## config.mk

```make
export PLATFORM = sky130hd
export DESIGN_NAME = addr_seq
export DESIGN_NICKNAME = d
export VERILOG_FILES = /design/src/rtl/addr_pkg.sv /design/src/rtl/addr_seq_ret_stack.sv /design/src/rtl/addr_seq.sv
export SDC_FILE = /design/constraint.sdc
export NUM_CORES = 1
export LEC_CHECK = 0
export BUFFER_PORTS_ARGS = -buffer_cell sky130_fd_sc_hd__buf_4
export CAP_MARGIN = 10
export CELL_PAD_IN_SITES_DETAIL_PLACEMENT = 1
export CELL_PAD_IN_SITES_GLOBAL_PLACEMENT = 2
export CORE_MARGIN = 5
export CORE_UTILIZATION = 41
export DETAILED_ROUTE_END_ITERATION = 8
export GPL_TIMING_DRIVEN = 0
export PLACE_DENSITY = 0.9
export SYNTH_ARGS = -nofsm -noshare
export SYNTH_HDL_FRONTEND = slang
export SYNTH_SLANG_ARGS = --single-unit
```

## constraint.sdc

```tcl
create_clock -name clk -period 4.4 [get_ports clk]
set_input_delay 0.88 -clock clk [delete_from_list [all_inputs] [get_ports clk]]
set_output_delay 0.88 -clock clk [all_outputs]
set_load 0.01 [all_outputs]
```

## src/rtl/addr_pkg.sv

```systemverilog
// Shared definitions for the address sequencer: access modes and the
// width helpers used to size its address and alignment fields.
package addr_pkg;

    typedef enum logic [2:0] {
        MODE_NORMAL = 3'd0,
        MODE_JUMP   = 3'd1,
        MODE_CALL   = 3'd2,
        MODE_RET    = 3'd3,
        MODE_DATA   = 3'd4,
        MODE_HOLD   = 3'd5
    } addr_mode_e;

    function automatic int addr_width_f(input int mem_depth, input int word_bytes);
        return $clog2(mem_depth * word_bytes);
    endfunction

    function automatic int align_bits_f(input int word_bytes);
        return $clog2(word_bytes);
    endfunction

endpackage

```

## src/rtl/addr_seq_ret_stack.sv

```systemverilog
// Return-address LIFO. Entries are never cleared; only the occupancy count
// is reset, so stale contents are simply unreachable.
module ret_stack #(
    parameter int DEPTH = 8,
    parameter int WIDTH = 13,
    localparam int CNT_W = $clog2(DEPTH + 1),
    localparam int IDX_W = $clog2(DEPTH)
) (
    input  logic             clk,
    input  logic             rst_n,
    input  logic             i_push,
    input  logic             i_pop,
    input  logic [WIDTH-1:0] i_data,
    output logic [WIDTH-1:0] o_top,
    output logic             o_full,
    output logic             o_empty,
    output logic [CNT_W-1:0] o_cnt
);

    logic [WIDTH-1:0] r_mem [DEPTH];
    logic [CNT_W-1:0] r_cnt;
    logic [IDX_W-1:0] w_wr_idx;
    logic [IDX_W-1:0] w_rd_idx;
    logic             w_do_push;
    logic             w_do_pop;

    assign o_full    = (r_cnt == CNT_W'(DEPTH));
    assign o_empty   = (r_cnt == '0);
    assign o_cnt     = r_cnt;
    assign w_wr_idx  = r_cnt[IDX_W-1:0];
    assign w_rd_idx  = IDX_W'(r_cnt - CNT_W'(1));
    assign o_top     = r_mem[w_rd_idx];
    assign w_do_push = i_push && !o_full;
    assign w_do_pop  = i_pop && !o_empty;

    always_ff @(posedge clk) begin
        if (!rst_n) begin
            r_cnt <= '0;
        end else if (w_do_push) begin
            r_cnt <= r_cnt + CNT_W'(1);
        end else if (w_do_pop) begin
            r_cnt <= r_cnt - CNT_W'(1);
        end
    end

    // Write is suppressed under reset so a colliding push leaves no trace.
    always_ff @(posedge clk) begin
        if (rst_n && w_do_push) begin
            r_mem[w_wr_idx] <= i_data;
        end
    end

endmodule

```

## src/rtl/addr_seq.sv

```systemverilog
// Registered PC and address sequencer: sequential fetch, jumps, call/return
// via an internal return stack, and same-cycle data-address pass-through.
module addr_seq
    import addr_pkg::*;
#(
    parameter int MEM_DEPTH   = 4096,
    parameter int WORD_BYTES  = 2,
    parameter int STACK_DEPTH = 8,
    parameter int RESET_PC    = 0,
    localparam int ADDR_WIDTH = addr_width_f(MEM_DEPTH, WORD_BYTES),
    localparam int ALIGN_BITS = align_bits_f(WORD_BYTES),
    localparam int CNT_W      = $clog2(STACK_DEPTH + 1)
) (
    input  logic                  clk,
    input  logic                  rst_n,
    input  logic                  i_en,
    input  logic                  i_mem_ready,
    input  logic [2:0]            i_mode,
    input  logic [31:0]           i_alu_addr,
    output logic [ADDR_WIDTH-1:0] o_addr,
    output logic [ADDR_WIDTH-1:0] o_pc,
    output logic                  o_data_sel,
    output logic                  o_misalign,
    output logic                  o_stack_ovf,
    output logic                  o_stack_unf,
    output logic [CNT_W-1:0]      o_stack_cnt
);

    // Low-bit mask built by shifting so a one-byte word gives an empty mask.
    localparam logic [ADDR_WIDTH-1:0] LOW_MASK = ADDR_WIDTH'((1 << ALIGN_BITS) - 1);

    logic [ADDR_WIDTH-1:0] r_pc;
    logic                  r_misalign;
    logic                  r_ovf;
    logic                  r_unf;

    logic [ADDR_WIDTH-1:0] w_alu;
    logic [ADDR_WIDTH-1:0] w_tgt;
    logic [ADDR_WIDTH-1:0] w_seq;
    logic [ADDR_WIDTH-1:0] w_top;
    logic                  w_mis;
    logic                  w_step;
    logic                  w_push;
    logic                  w_pop;
    logic                  w_full;
    logic                  w_empty;

    assign w_alu  = i_alu_addr[ADDR_WIDTH-1:0];
    assign w_tgt  = w_alu & ~LOW_MASK;
    assign w_mis  = |(w_alu & LOW_MASK);
    assign w_seq  = r_pc + ADDR_WIDTH'(WORD_BYTES);
    assign w_step = i_en && i_mem_ready;
    assign w_push = w_step && (i_mode == MODE_CALL) && !w_full;
    assign w_pop  = w_step && (i_mode == MODE_RET) && !w_empty;

    assign o_data_sel  = (i_mode == MODE_DATA);
    assign o_addr      = o_data_sel ? w_alu : r_pc;
    assign o_pc        = r_pc;
    assign o_misalign  = r_misalign;
    assign o_stack_ovf = r_ovf;
    assign o_stack_unf = r_unf;

    ret_stack #(
        .DEPTH (STACK_DEPTH),
        .WIDTH (ADDR_WIDTH)
    ) u_stack (
        .clk     (clk),
        .rst_n   (rst_n),
        .i_push  (w_push),
        .i_pop   (w_pop),
        .i_data  (w_seq),
        .o_top   (w_top),
        .o_full  (w_full),
        .o_empty (w_empty),
        .o_cnt   (o_stack_cnt)
    );

    always_ff @(posedge clk) begin
        if (!rst_n) begin
            r_pc       <= ADDR_WIDTH'(RESET_PC);
            r_misalign <= 1'b0;
            r_ovf      <= 1'b0;
            r_unf      <= 1'b0;
        end else begin
            r_misalign <= 1'b0;
            if (w_step) begin
                case (i_mode)
                    MODE_NORMAL: r_pc <= w_seq;
                    MODE_JUMP: begin
                        r_pc       <= w_tgt;
                        r_misalign <= w_mis;
                    end
                    MODE_CALL: begin
                        if (!w_full) begin
                            r_pc       <= w_tgt;
                            r_misalign <= w_mis;
                        end else begin
                            r_ovf <= 1'b1;
                        end
                    end
                    MODE_RET: begin
                        if (!w_empty) begin
                            r_pc <= w_top;
                        end else begin
                            r_unf <= 1'b1;
                        end
                    end
                    default: ;
                endcase
            end
        end
    end

endmodule

```

Yosys cells after proc, flatten, opt, wreduce, memory -nomap -nowiden

Memories as Yosys holds them, arrays and structs flattened.
Cells that the tools add are included.

Equality and inequality tests: 7
$add $sub $neg: 3
Reductions and logical operators: 18
Mux-type cells: 10

Operator list:

| operator                                            | number |
|---|---|
| case mux 13 bit (4 select lines)                    | 1 |
| 2-to-1 mux 13 bit                                   | 3 |
| adder 13 x 2 -> 13 bit, second input constant       | 1 |
| logical AND 1 bit                                   | 8 |
| 2-to-1 mux 4 bit                                    | 2 |
| equality test 3 x 2 -> 1 bit, second input constant | 2 |
| AND reduction 3 bit                                 | 2 |
| adder 4 x 1 -> 4 bit, second input constant         | 1 |
| equality test 4 bit, second input constant          | 1 |
| zero test 4 bit                                     | 1 |
| inequality test 2 bit, second input constant        | 2 |
| AND reduction 4 bit                                 | 1 |
| nonzero test 4 bit                                  | 1 |
| subtractor 4 x 1 -> 4 bit, second input constant    | 1 |
| equality test 3 x 1 -> 1 bit, second input constant | 1 |
| equality test 3 bit, second input constant          | 1 |
| zero test 3 bit                                     | 1 |
| 2-to-1 mux 1 bit                                    | 3 |
| zero test 1 bit                                     | 2 |
| case mux 1 bit (2 select lines)                     | 1 |
| AND reduction 2 bit                                 | 1 |
| nonzero test 2 bit                                  | 1 |

Word-level logic and storage cells: 44
Output and inout bits: 34
Bits in writable memories: 104
Flip-flop bits (word level): 20
Memories: 1
Bits of input ports: 39

Memory list:

| memory        | depth | bits a word | read ports | clocked after memory_dff | wr ports | RTL line                 | RTL |
|---|---|---|---|---|---|---|---|
| u_stack.r_mem | 8     | 13          | 1          | 0                        | 1        | addr_seq_ret_stack.sv:20 | `logic [WIDTH-1:0] r_mem [DEPTH];` |

Logic depth before layout (Yosys ltp)

Gate-level depths: netlist of run 1.

Depth after elaboration: 7
Mapped depth: 10
Depth with buffers taken out: 6

Modules after synthesis

From an unflattened synthesis of run 1, not the netlist that was laid out.

Cell total of the unflattened synthesis: 396
Area, all modules: 5,866.9 um2

Modules (own cells, without submodules):

| module    | cells each | sequential area each (um2) | area each (um2) | times used |
|---|---|---|---|---|
| ret_stack | 204        | 3,203.1                    | 4,374.2         | 1 |
| addr_seq  | 192        | 320.3                      | 1,492.7         | 1 |

Worst setup path before layout of run 1

No wires, ideal clock.

Path kind: reg2reg
Start point: register u_stack.r_cnt[0], in the netlist u_stack.o_cnt[0]
End point: memory u_stack.r_mem[0][0] (enable)
Setup slack: 1,269 ps
Stages on the path, launching flop included: 9
Setup time: 400 ps
Buffers on the path: 2
Clock period less this slack: 3,131 ps
Data required time: 4,000 ps
Data arrival time: 2,731 ps
Path through: dfxtp_1 buf_6 buf_4 inv_1 ha_1 nor2b_1 a21oi_1 nand4_1 nor3_1

Cells in the longest elaborated chain, start to end: 7

Ends and longest elaborated chain:

| element                                | RTL line                                 | RTL |
|---|---|---|
| from (decl)                            | addr_seq_ret_stack.sv:21                 | `logic [CNT_W-1:0] r_cnt;` |
| from (signal assigned)                 | addr_seq_ret_stack.sv:40                 | `r_cnt <= r_cnt + CNT_W'(1);` |
| from (signal assigned)                 | addr_seq_ret_stack.sv:42                 | `r_cnt <= r_cnt - CNT_W'(1);` |
| equality test 4 bit                    | addr_seq_ret_stack.sv:27                 | `assign o_full = (r_cnt == CNT_W'(DEPTH));` |
| zero test 1 bit                        | addr_seq_ret_stack.sv:33, addr_seq.sv:53 |  |
| logical AND 1 bit                      | addr_seq.sv:53                           | `assign w_push = w_step && (i_mode == MODE_CALL) && !w_full;` |
| logical AND 1 bit                      | addr_seq_ret_stack.sv:33                 | `assign w_do_push = i_push && !o_full;` |
| logical AND 1 bit                      | addr_seq_ret_stack.sv:48                 | `if (rst_n && w_do_push) begin` |
| 2-to-1 mux 1 bit                       | addr_seq_ret_stack.sv:48                 |  |
| 2-to-1 mux 1 bit (implied by the code) | addr_seq_ret_stack.sv:49                 | `r_mem[w_wr_idx] <= i_data;` |
| to (decl)                              | addr_seq_ret_stack.sv:20                 |  |

Parallel ways exist; a longest one is shown, timed or not.

Worst setup path after layout of run 1

Start point: register u_stack.r_cnt[0], in the netlist u_stack.o_cnt[0]
End point: memory u_stack.r_mem[2][3] (enable)

The elaborated chain is that of the path after synthesis.

==> results.sh, run 1 <==
export IMPL_globalplace_congestion=0.815
export IMPL_drc_viols=0
export IMPL_fp_coreArea_um2=13900
export IMPL_power_net_switching_mw=0.646
export IMPL_detail_route_vias_per_cell=5.67
export IMPL_worstReg2RegEnd="u_stack.r_mem[2][3]"
export IMPL_crit_arrival_ns=3.68
export IMPL_filler_cell_count=1390
export IMPL_design_die_area_um2=16600
export IMPL_syn_cell_area_um2=5800
export IMPL_postRouteAntennaNets=0
export IMPL_final_layout_size_suffix_gt1_frac=0.324
export IMPL_topRoutingLayerUsed="met4"
export IMPL_final_period_minus_worst_setup_slack_ns=3.56
export IMPL_worstHoldEndpoint="o_stack_unf"
export IMPL_synth_most_common_cell="sky130_fd_sc_hd__edfxtp_1"
export IMPL_critPathLaunch="u_stack.o_cnt[0]"
export IMPL_first_pass_iters=5
export IMPL_port_buffers=51
export IMPL_setup_worst_path_end_class="register"
export IMPL_r2r_slack_ns=0.84
export IMPL_grt_start_max_net_pins=17
export IMPL_grtUsageTotal=0.201
export IMPL_clkSlewWorstSetupHoldPaths_ns=0.06
export IMPL_cts_hold_buf=0
export IMPL_setup_tns_final_ns=0
export IMPL_worst_path_fanout_max=10
export IMPL_yosysTopAreaCellShare=0.539
export IMPL_synth_register_bits=124
export IMPL_placedInstanceArea_um2=6470
export IMPL_timing_final_max_slew_violations=0
export IMPL_timing_max_slew_rel_slack=0.419
export IMPL_critPathLaunchType="register"
export IMPL_hold_path_startpoint="o_stack_unf"
export IMPL_worstHoldPathType="reg -> reg"
export IMPL_timing_critical_path_cells="buf_6 -> buf_4 -> inv_1 -> ha_1 -> nor2b_1 -> a21oi_1 -> nand4_1 -> nor2_1 -> buf_6"
export IMPL_min_period_over_period=0.810
export IMPL_numCtsBuffers=17
export IMPL_critPathRequiredTime_ns=4.52
export IMPL_slowest_cell_on_the_critical_path="sky130_fd_sc_hd__nor2_1"
export IMPL_stdcell_area_um2=7100
export IMPL_insertedDiodeCount=0
export IMPL_critPathKind="reg -> reg"
export IMPL_grt_antenna_before_repair=0
export IMPL_rows=43
export IMPL_synth_area_top_cells="sky130_fd_sc_hd__edfxtp_1 (54%), sky130_fd_sc_hd__mux4_2 (9.3%), sky130_fd_sc_hd__dfxtp_1 (6.9%), sky130_fd_sc_hd__mux2_2 (2.3%), sky130_fd_sc_hd__o21ai_0 (1.4%)"
export IMPL_synth_seq_area_share=0.608
export IMPL_route_final_wire_length_mm=16.0
export IMPL_cts_setup_buffers=0
export IMPL_power_density_over_the_cells_nw_per_um2=406
export IMPL_clock_insertion_delay_worst_skew_ns=0.42
export IMPL_setup_repair_after_global_routing_missed_its_margin="no"
export IMPL_floorplan_die_height_um=129
export IMPL_syn_to_final_growth_pct=22.5
export IMPL_worst_slack_ns=0.835
export IMPL_tritoncts="built"
export IMPL_met3RoutedLength_um=962
export IMPL_cp_slowest_stage_delay_ns=0.68
export IMPL_largest_buffer_count_on_any_clock_path=2
export IMPL_synth_top_cells_by_count="sky130_fd_sc_hd__edfxtp_1 (104), sky130_fd_sc_hd__mux4_2 (24), sky130_fd_sc_hd__nand2_1 (21)"
export IMPL_reg2regPathDepth=9
export IMPL_vias=3785
export IMPL_die_w_um=129
export IMPL_cts_num_sinks=124
export IMPL_avg_synthesized_cell_area_um2=14.6
export IMPL_clk_skew_ns=0.0120
export IMPL_routedLengthMet1_mm=6.67
export IMPL_power_report_internal_total_mw=2.24
export IMPL_status="completed"
export IMPL_holdPathStages=2
export IMPL_cp_buffers_inverters=4
export IMPL_number_of_flops_mapped_to_enable_cells_by_yosys=104
export IMPL_drt_iter0_markers=303
export IMPL_drv_cap=0
export IMPL_cp_common_cell="sky130_fd_sc_hd__buf_6"
export IMPL_timing_final_setup_violations=0
export IMPL_wl_per_cell_um=24.0
export IMPL_totalPowerFinal_mw=2.88
export IMPL_worst_pin_slew_ns=0.870
export IMPL_synth_distinct_cells=63
export IMPL_htreeDepth=4
export IMPL_p_sw_frac=0.224
export IMPL_placed_cells=634
export IMPL_achievable_frequency_ghz=0.281
export IMPL_floorplan_initialDensity=0.418
export IMPL_cts_root_buffer_cell="sky130_fd_sc_hd__clkbuf_16"
export IMPL_cts_resized=0
export IMPL_ys_dominant_reg_cell="sky130_fd_sc_hd__edfxtp_1"
export IMPL_worst_hold_slack_ns=0.492
export IMPL_relative_contribution_of_combinational_cells_to_total_power=0.054
export IMPL_met2WireLength_mm=8.01
export IMPL_final_nets=517
export IMPL_preCtsSetupSlack_ns=0.533
export IMPL_number_of_standard_cells_in_the_layout_taps_in_and_fillers_out=667
export IMPL_first_global_vias=4090
export IMPL_async_flop_share=0
export IMPL_p_clk_frac=0.504
export IMPL_worst_path_dominant_cell_family="simple AND/OR/NAND/NOR gates"
export IMPL_vdd_ir_drop_worst_v=0.000238
export IMPL_final_core_utilization=0.512
export IMPL_grt_pass1_wl_mm=24.4
export IMPL_power_share_sequential=0.443
export IMPL_critical_path_reg2reg_startpoint="u_stack.o_cnt[0]"
export IMPL_synth_cells=397
export IMPL_power_leakage_nw=2.60
export IMPL_synthDominantAreaCellType="sky130_fd_sc_hd__edfxtp_1"
export IMPL_place_detailed_hpwl_mm=11.5
export IMPL_grt_overflow=0
export IMPL_io_pin_count=73
export IMPL_synthesis_yosys_warnings=0
export IMPL_syn_num_nets=440
export IMPL_hold_viol=0
-- layer usage --
layer  vias to the layer above  track usage
met1                      1897        0.257
met5                         -            0
met3                        26       0.0448
met4                         0       0.0791
met2                       143        0.332
li1                       1719            -
-- worst min-delay path, stage by stage, from the launching register on --
cell                      delay [ns]
sky130_fd_sc_hd__dfxtp_1        0.34
sky130_fd_sc_hd__a31oi_1        0.05
sky130_fd_sc_hd__nor2_1         0.07
-- power by group through the flow --
stage	clock, mW	combinational (mW)	sequential (mW)
after global placement	0	0.148	1.30
after detailed placement	0	0.154	1.30
final	1.45	0.155	1.28
after floorplan	0	0.0882	1.30
after CTS	1.47	0.156	1.28
after global routing	1.54	0.166	1.28
-- kinds of logic after synthesis --
group,share of synthesized area
AND/OR/NAND/NOR,0.0976
buffers and inverters,0.0384
adder cells (fa/ha/maj),0.0173
multiplexers,0.127
AO/OA/AOI/OAI,0.0855
XOR/XNOR,0.0261
flip-flops,0.608
-- worst max path at each step --
stage                           to  slack (ns)  cells past startpoint
6_report       u_stack.r_mem[2][3]        0.84                      9
3_3_place_gp   u_stack.r_mem[0][7]        0.12                      8
5_1_grt        u_stack.r_mem[2][3]        0.71                      9
4_1_cts        u_stack.r_mem[6][5]        0.52                      8
2_1_floorplan  u_stack.r_mem[0][0]        1.27                      8
3_5_place_dp   u_stack.r_mem[6][7]        0.53                      8
-- area by class of cell --
type                       count  area (um2)  share of cell area
sequential                   124        3520               0.496
multi-input combinational    233        2060               0.290
timing repair buffer          58         454              0.0639
clock buffer                  18         429              0.0604
tap                          180         225              0.0317
clock inverter                14         185              0.0261
buffer                        23         159              0.0224
inverter                      17        63.8             0.00898
-- cells in the final DEF (no fill, tap or decap), types with 6 or more instances in the layout --
cell type	instances
sky130_fd_sc_hd__edfxtp_1	104
sky130_fd_sc_hd__buf_4	58
sky130_fd_sc_hd__mux4_2	24
sky130_fd_sc_hd__nand2_1	21
sky130_fd_sc_hd__dfxtp_1	20
sky130_fd_sc_hd__nor2_1	18
sky130_fd_sc_hd__clkbuf_16	17
sky130_fd_sc_hd__inv_1	16
sky130_fd_sc_hd__o21ai_0	16
sky130_fd_sc_hd__a21oi_1	15
sky130_fd_sc_hd__nand3_1	14
sky130_fd_sc_hd__mux2_2	12
sky130_fd_sc_hd__xor2_1	8
sky130_fd_sc_hd__nand4_1	7
sky130_fd_sc_hd__buf_6	7
sky130_fd_sc_hd__nor3_1	7
sky130_fd_sc_hd__and3_1	6
sky130_fd_sc_hd__clkbuf_1	6
sky130_fd_sc_hd__a22oi_1	6
-- state kept, by name, indices dropped and copies added, names as in the netlist --
name           count
u_stack.r_mem    104
u_stack.o_cnt      4
o_stack_ovf        1
o_pc              13
o_stack_unf        1
o_misalign         1
No activity file was read; power rests on OpenSTA's default activity.
==> run 2, diff against run 1 <==
==> constraint.sdc (replaced) <==
create_clock -name clk -period 3.3 [get_ports clk]
set_input_delay 0.66 -clock clk [delete_from_list [all_inputs] [get_ports clk]]
set_output_delay 0.66 -clock clk [all_outputs]
set_load 0.01 [all_outputs]
==> run 2 against run 1 <==
  * Total power is 33% higher
  * Sequential share of layout area decreased by 0.57 points
  * First-iteration DRC count increased by 17%
  * Clock power increased by 33%
  * Clock skew is 0.0013 ns higher
  * Setup slack got worse by 0.71 ns
  * Critical endpoint is now u_stack.r_mem[0][4]
  * Largest power group unchanged
  * Highest routed layer unchanged
==> results.sh, run 2 (synthesized netlist as in run 1, its figures left out) <==
export IMPL_insertedDiodeCount=0
export IMPL_achievable_frequency_ghz=0.315
export IMPL_grtUsageMet1=0.259
export IMPL_final_cell_mix="sky130_fd_sc_hd__edfxtp_1 (104), sky130_fd_sc_hd__buf_4 (64), sky130_fd_sc_hd__mux4_2 (24)"
export IMPL_htreeDepth=4
export IMPL_postRouteAntennaNets=0
export IMPL_timing_max_slew_rel_slack=0.441
export IMPL_grt_antenna_before_repair=0
export IMPL_grt_use_met3=0.0457
export IMPL_cts_root_buffer_cell="sky130_fd_sc_hd__clkbuf_16"
export IMPL_floorplan_initialDensity=0.418
export IMPL_wl_per_cell_um=24.4
export IMPL_final_period_minus_worst_setup_slack_ns=3.18
export IMPL_slowest_cell_on_the_critical_path="sky130_fd_sc_hd__dfxtp_1"
export IMPL_global_route_peak_usage_layer="met2"
export IMPL_first_global_vias=4107
export IMPL_numCtsBuffers=17
export IMPL_grt_start_max_net_pins=17
export IMPL_regMostFlops="u_stack.r_mem"
export IMPL_worst_slack_ns=0.123
export IMPL_die_w_um=129
export IMPL_critPathRequiredTime_ns=3.42
export IMPL_place_detailed_hpwl_mm=11.5
export IMPL_timing_final_max_slew_violations=0
export IMPL_final_layout_size_suffix_gt1_frac=0.343
export IMPL_number_of_standard_cells_in_the_layout_taps_in_and_fillers_out=672
export IMPL_worstHoldPathType="reg -> reg"
export IMPL_clkSlewWorstSetupHoldPaths_ns=0.06
export IMPL_tritoncts="built"
export IMPL_final_nets=522
export IMPL_design_die_area_um2=16600
export IMPL_cts_num_sinks=124
export IMPL_first_pass_iters=5
export IMPL_worst_pin_slew_ns=0.833
export IMPL_largest_buffer_count_on_any_clock_path=2
export IMPL_worst_hold_slack_ns=0.492
export IMPL_crit_arrival_ns=3.30
export IMPL_drv_cap=0
export IMPL_vdd_ir_drop_worst_v=0.000318
export IMPL_hold_viol=0
export IMPL_setup_worst_path_end_class="register"
export IMPL_rows=43
export IMPL_port_buffers=51
export IMPL_fp_coreArea_um2=13900
export IMPL_critPathKind="reg -> reg"
export IMPL_cts_hold_buf=0
export IMPL_setup_repair_after_global_routing_missed_its_margin="no"
export IMPL_drt_iter0_markers=356
export IMPL_preCtsSetupSlack_ns=-0.567
export IMPL_route_final_wire_length_mm=16.4
export IMPL_timing_final_setup_violations=0
export IMPL_cp_slowest_stage_delay_ns=0.55
export IMPL_detail_route_vias_per_cell=5.74
export IMPL_layout_commonest_cell="sky130_fd_sc_hd__edfxtp_1"
export IMPL_grt_met2_usage=0.337
export IMPL_status="completed"
export IMPL_cp_common_cell="sky130_fd_sc_hd__buf_4"
export IMPL_drc_viols=0
export IMPL_min_period_over_period=0.963
export IMPL_critPathLaunchType="register"
export IMPL_grt_overflow=0
export IMPL_globalplace_congestion=0.815
export IMPL_power_density_over_the_cells_nw_per_um2=535
export IMPL_grt_pass1_wl_mm=24.6
export IMPL_floorplan_die_height_um=129
export IMPL_largest_reg_flops=104
export IMPL_vias=3857
export IMPL_worst_path_fanout_max=10
export IMPL_syn_to_final_growth_pct=24.0
export IMPL_clk_skew_ns=0.0133
export IMPL_grtUsageTotal=0.202
export IMPL_clock_insertion_delay_worst_skew_ns=0.42
export IMPL_power_leakage_nw=2.61
export IMPL_placed_cells=634
export IMPL_timing_critical_path_cells="buf_6 -> buf_4 -> inv_1 -> ha_1 -> nor2b_1 -> a21oi_2 -> nand4_1 -> buf_4 -> buf_4 -> nor3_4 -> buf_4"
export IMPL_io_pin_count=73
## run 2: cell types whose count changed in the layout (fill, tap and decap cells not counted), sizes merged
cell	change
buf	+5
## run 2: metrics by stage
step                power [mW]  area (um2)   util  setup TNS [ns]
floorplan                 1.85        5800      -               0
global placement          1.93        6400  0.461          -49.56
detailed placement        1.94        6470  0.466          -19.45
CTS                       3.87        7120  0.513           -7.42
global route              3.98        7190  0.518               0
finish                    3.84        7190  0.518               0
## run 2: per-layer routing
layer | routed length (um) | up-vias | share of wire
met4 | 241 | 0 | 0.015
met1 | 6860 | 1965 | 0.42
met3 | 1010 | 17 | 0.061
li1 | - | 1730 | -
met5 | 0 | - | 0
met2 | 8270 | 145 | 0.50
## run 2: report_power, final
group	internal [mW]	switching (mW)
logic	0.0875	0.121
registers	1.69	0.00948
clock network	1.20	0.730
total	2.98	0.861
## run 2: what timing repair did
| action | in CTS | in global routing |
|---|---|---|
| pin swaps | 1 | 3 |
| gates resized for setup | 7 | 6 |
| setup endpoints to repair | 79 | 103 |
| buffers inserted | 1 | 5 |
## run 2: path summary, 6_finish.rpt
path / end / from / slack, ns / cells past startpoint
min: o_stack_unf / o_stack_unf / 0.49 / 2
max: u_stack.r_mem[0][4] / u_stack.o_cnt[0] / 0.12 / 11
max reg2reg: u_stack.r_mem[0][4] / u_stack.o_cnt[0] / 0.12 / 11
min reg2reg: o_stack_unf / o_stack_unf / 0.49 / 2
## run 2: critical path: cells and delay by family (launching register included)
kind                       cells  cell delay [ns]
AOI/OAI and AO/OA              1             0.28
adders and majority gates      1             0.26
buffers and inverters          6             1.18
DFF                            1             0.55
and+or+nand+nor                3             0.62
## run 2: cell type report
| type | instances | area [um2] |
|---|---|---|
| Clock buffer | 18 | 429 |
| Multi-Input combinational cell | 233 | 2110 |
| Sequential cell | 124 | 3520 |
| Buffer | 23 | 159 |
| Fill cell | 1382 | 6700 |
| Clock inverter | 14 | 185 |
| Inverter | 17 | 63.8 |
| Tap cell | 180 | 225 |
| Timing Repair Buffer | 63 | 488 |
==> run 3, diff against run 2 <==
--- a/config.mk
+++ b/config.mk
@@ -13,6 +13,7 @@
 export CORE_UTILIZATION = 41
 export DETAILED_ROUTE_END_ITERATION = 8
 export GPL_TIMING_DRIVEN = 0
+export MAX_ROUTING_LAYER = met4
 export PLACE_DENSITY = 0.9
 export SYNTH_ARGS = -nofsm -noshare
 export SYNTH_HDL_FRONTEND = slang
==> run 3 against run 2 <==
  * Clock power about the same
  * Global-route usage increased by 0.66 points
  * Total power increased by 0.18%
  * Maximum frequency decreased by 1.1%
  * Die area unchanged
  * Setup slack got worse by 0.034 ns
  * Largest cell class unchanged
==> results.sh, run 3 (synthesized netlist as in run 1, its figures left out) <==
export IMPL_first_pass_iters=5
export IMPL_p_clk_frac=0.504
export IMPL_worst_path_dominant_cell_family="buffers and inverters"
export IMPL_cp_buffers_inverters=6
export IMPL_rows=43
export IMPL_p_sw_frac=0.225
export IMPL_globalplace_congestion=0.827
export IMPL_largest_reg_flops=104
export IMPL_power_leakage_nw=2.61
export IMPL_power_report_internal_total_mw=2.98
export IMPL_hold_viol=0
export IMPL_layout_commonest_cell="sky130_fd_sc_hd__edfxtp_1"
export IMPL_design_die_area_um2=16600
export IMPL_timing_final_max_slew_violations=0
export IMPL_critPathLaunchType="register"
export IMPL_vdd_ir_drop_worst_v=0.000322
export IMPL_cp_common_cell="sky130_fd_sc_hd__buf_4"
export IMPL_filler_cell_count=1382
export IMPL_grt_start_max_net_pins=17
export IMPL_cts_root_buffer_cell="sky130_fd_sc_hd__clkbuf_16"
export IMPL_slowest_cell_on_the_critical_path="sky130_fd_sc_hd__dfxtp_1"
export IMPL_first_global_vias=4091
export IMPL_grt_antenna_before_repair=0
export IMPL_floorplan_die_height_um=129
export IMPL_syn_to_final_growth_pct=24.0
export IMPL_final_nets=522
export IMPL_final_cell_mix="sky130_fd_sc_hd__edfxtp_1 (104), sky130_fd_sc_hd__buf_4 (64), sky130_fd_sc_hd__mux4_2 (24)"
export IMPL_cts_num_sinks=124
export IMPL_sequential_cell_area_um2=3520
export IMPL_detail_route_vias_per_cell=5.74
export IMPL_floorplan_initialDensity=0.418
export IMPL_min_period_over_period=0.973
export IMPL_die_w_um=129
export IMPL_final_core_utilization=0.518
export IMPL_port_buffers=51
export IMPL_regMostFlops="u_stack.r_mem"
export IMPL_htreeDepth=4
export IMPL_relative_contribution_of_combinational_cells_to_total_power=0.054
export IMPL_timing_max_slew_rel_slack=0.465
export IMPL_vias=3858
export IMPL_fp_coreArea_um2=13900
export IMPL_grt_overflow=0
export IMPL_crit_arrival_ns=3.34
export IMPL_worst_pin_slew_ns=0.801
export IMPL_tritoncts="built"
export IMPL_placed_cells=634
export IMPL_grt_pass1_wl_mm=24.6
export IMPL_insertedDiodeCount=0
export IMPL_final_period_minus_worst_setup_slack_ns=3.21
export IMPL_holdPathStages=2
export IMPL_timing_final_setup_violations=0
export IMPL_place_detailed_hpwl_mm=11.5
export IMPL_worst_hold_slack_ns=0.492
export IMPL_io_pin_count=73
export IMPL_reg2regPathDepth=11
export IMPL_clkSlewWorstSetupHoldPaths_ns=0.06
export IMPL_route_final_wire_length_mm=16.4
export IMPL_worst_path_fanout_max=10
export IMPL_postRouteAntennaNets=0
export IMPL_power_share_sequential=0.442
export IMPL_critical_path_reg2reg_startpoint="u_stack.o_cnt[0]"
export IMPL_worstHoldPathType="reg -> reg"
export IMPL_hold_path_startpoint="o_stack_unf"
export IMPL_status="completed"
export IMPL_wl_per_cell_um=24.5
export IMPL_timing_critical_path_cells="buf_6 -> buf_4 -> inv_1 -> ha_1 -> nor2b_1 -> a21oi_2 -> nand4_1 -> buf_4 -> buf_4 -> nor3_4 -> buf_4"
export IMPL_largest_buffer_count_on_any_clock_path=2
export IMPL_worstHoldEndpoint="o_stack_unf"
export IMPL_critPathKind="reg -> reg"
export IMPL_multi_input_area_um2=2110
export IMPL_critPathRequiredTime_ns=3.43
export IMPL_r2r_slack_ns=0.09
export IMPL_worstReg2RegEnd="u_stack.r_mem[0][5]"
export IMPL_power_density_over_the_cells_nw_per_um2=536
export IMPL_critical_path_cell_count=11
export IMPL_number_of_standard_cells_in_the_layout_taps_in_and_fillers_out=672
export IMPL_grtUsageTotal=0.209
export IMPL_cp_slowest_stage_delay_ns=0.56
export IMPL_numCtsBuffers=17
export IMPL_achievable_frequency_ghz=0.311
export IMPL_setup_worst_path_end_class="register"
export IMPL_drv_cap=0
export IMPL_setup_repair_after_global_routing_missed_its_margin="no"
export IMPL_final_layout_size_suffix_gt1_frac=0.343
export IMPL_power_net_switching_mw=0.868
export IMPL_drt_iter0_markers=319
export IMPL_clock_insertion_delay_worst_skew_ns=0.42
export IMPL_drc_viols=0
export IMPL_clk_skew_ns=0.00850
run 3: cell counts in the layout (fill, tap and decap cells not counted):
Identical to the previous run, type by type.
run 3: routing by layer:
layer / global-route usage / up-vias / routed length, um
met5: - / - / 0
met2: 0.337 / 148 / 8300
met4: 0.0846 / 0 / 279
met3: 0.0419 / 19 / 1070
met1: 0.259 / 1961 / 6790
li1: - / 1730 / -
run 3: timing repair:
action	in CTS	in global routing
endpoints found under the setup margin	79	104
gates resized for setup	7	6
buffers inserted	1	5
pin swaps	1	3
hold buffers	0	0
run 3: final cells by class:
type                       instances  area share
sequential                       124       0.490
multi-input combinational        233       0.294
timing repair buffer              63      0.0679
clock buffer                      18      0.0597
tap                              180      0.0313
clock inverter                    14      0.0258
buffer                            23      0.0221
inverter                          17     0.00888
run 3: through the flow:
step	power, mW	TNS (ns)	area (um2)	setup WS (ns)
5_1_grt	3.98	0	7190	0.000306
2_1_floorplan	1.85	0	5800	0.169
3_3_place_gp	1.93	-49.56	6400	-0.975
3_5_place_dp	1.94	-19.45	6470	-0.567
6_report	3.85	0	7190	0.0890
4_1_cts	3.87	-7.42	7120	-0.213
run 3: worst register-to-register path, delay by kind of cell, from the launching register on:
kind	cells	cell delay [ns]
AOI/OAI and AO/OA	1	0.28
and+or+nand+nor	3	0.62
buffers and inverters	6	1.21
adders and majority gates	1	0.26
DFF	1	0.56
run 3: how the worst max path moves through the flow:
stage | to | slack [ns] | from
final | u_stack.r_mem[0][5] | 0.09 | u_stack.o_cnt[0]
after CTS | u_stack.r_mem[6][5] | -0.21 | u_stack.o_cnt[0]
after floorplan | u_stack.r_mem[0][0] | 0.17 | u_stack.o_cnt[0]
after global placement | u_stack.r_mem[0][7] | -0.98 | u_stack.o_cnt[0]
after detailed placement | u_stack.r_mem[6][7] | -0.57 | u_stack.o_cnt[0]
after global routing | u_stack.r_mem[0][5] | 0.0003 | u_stack.o_cnt[0]
run 3: power by group through the flow:
stage          Sequential (mW)  Clock [mW]  Combinational (mW)
5_1_grt                   1.70        2.06               0.223
6_report                  1.70        1.94               0.209
3_3_place_gp              1.73           0               0.197
4_1_cts                   1.70        1.97               0.207
2_1_floorplan             1.73           0               0.118
3_5_place_dp              1.73           0               0.205
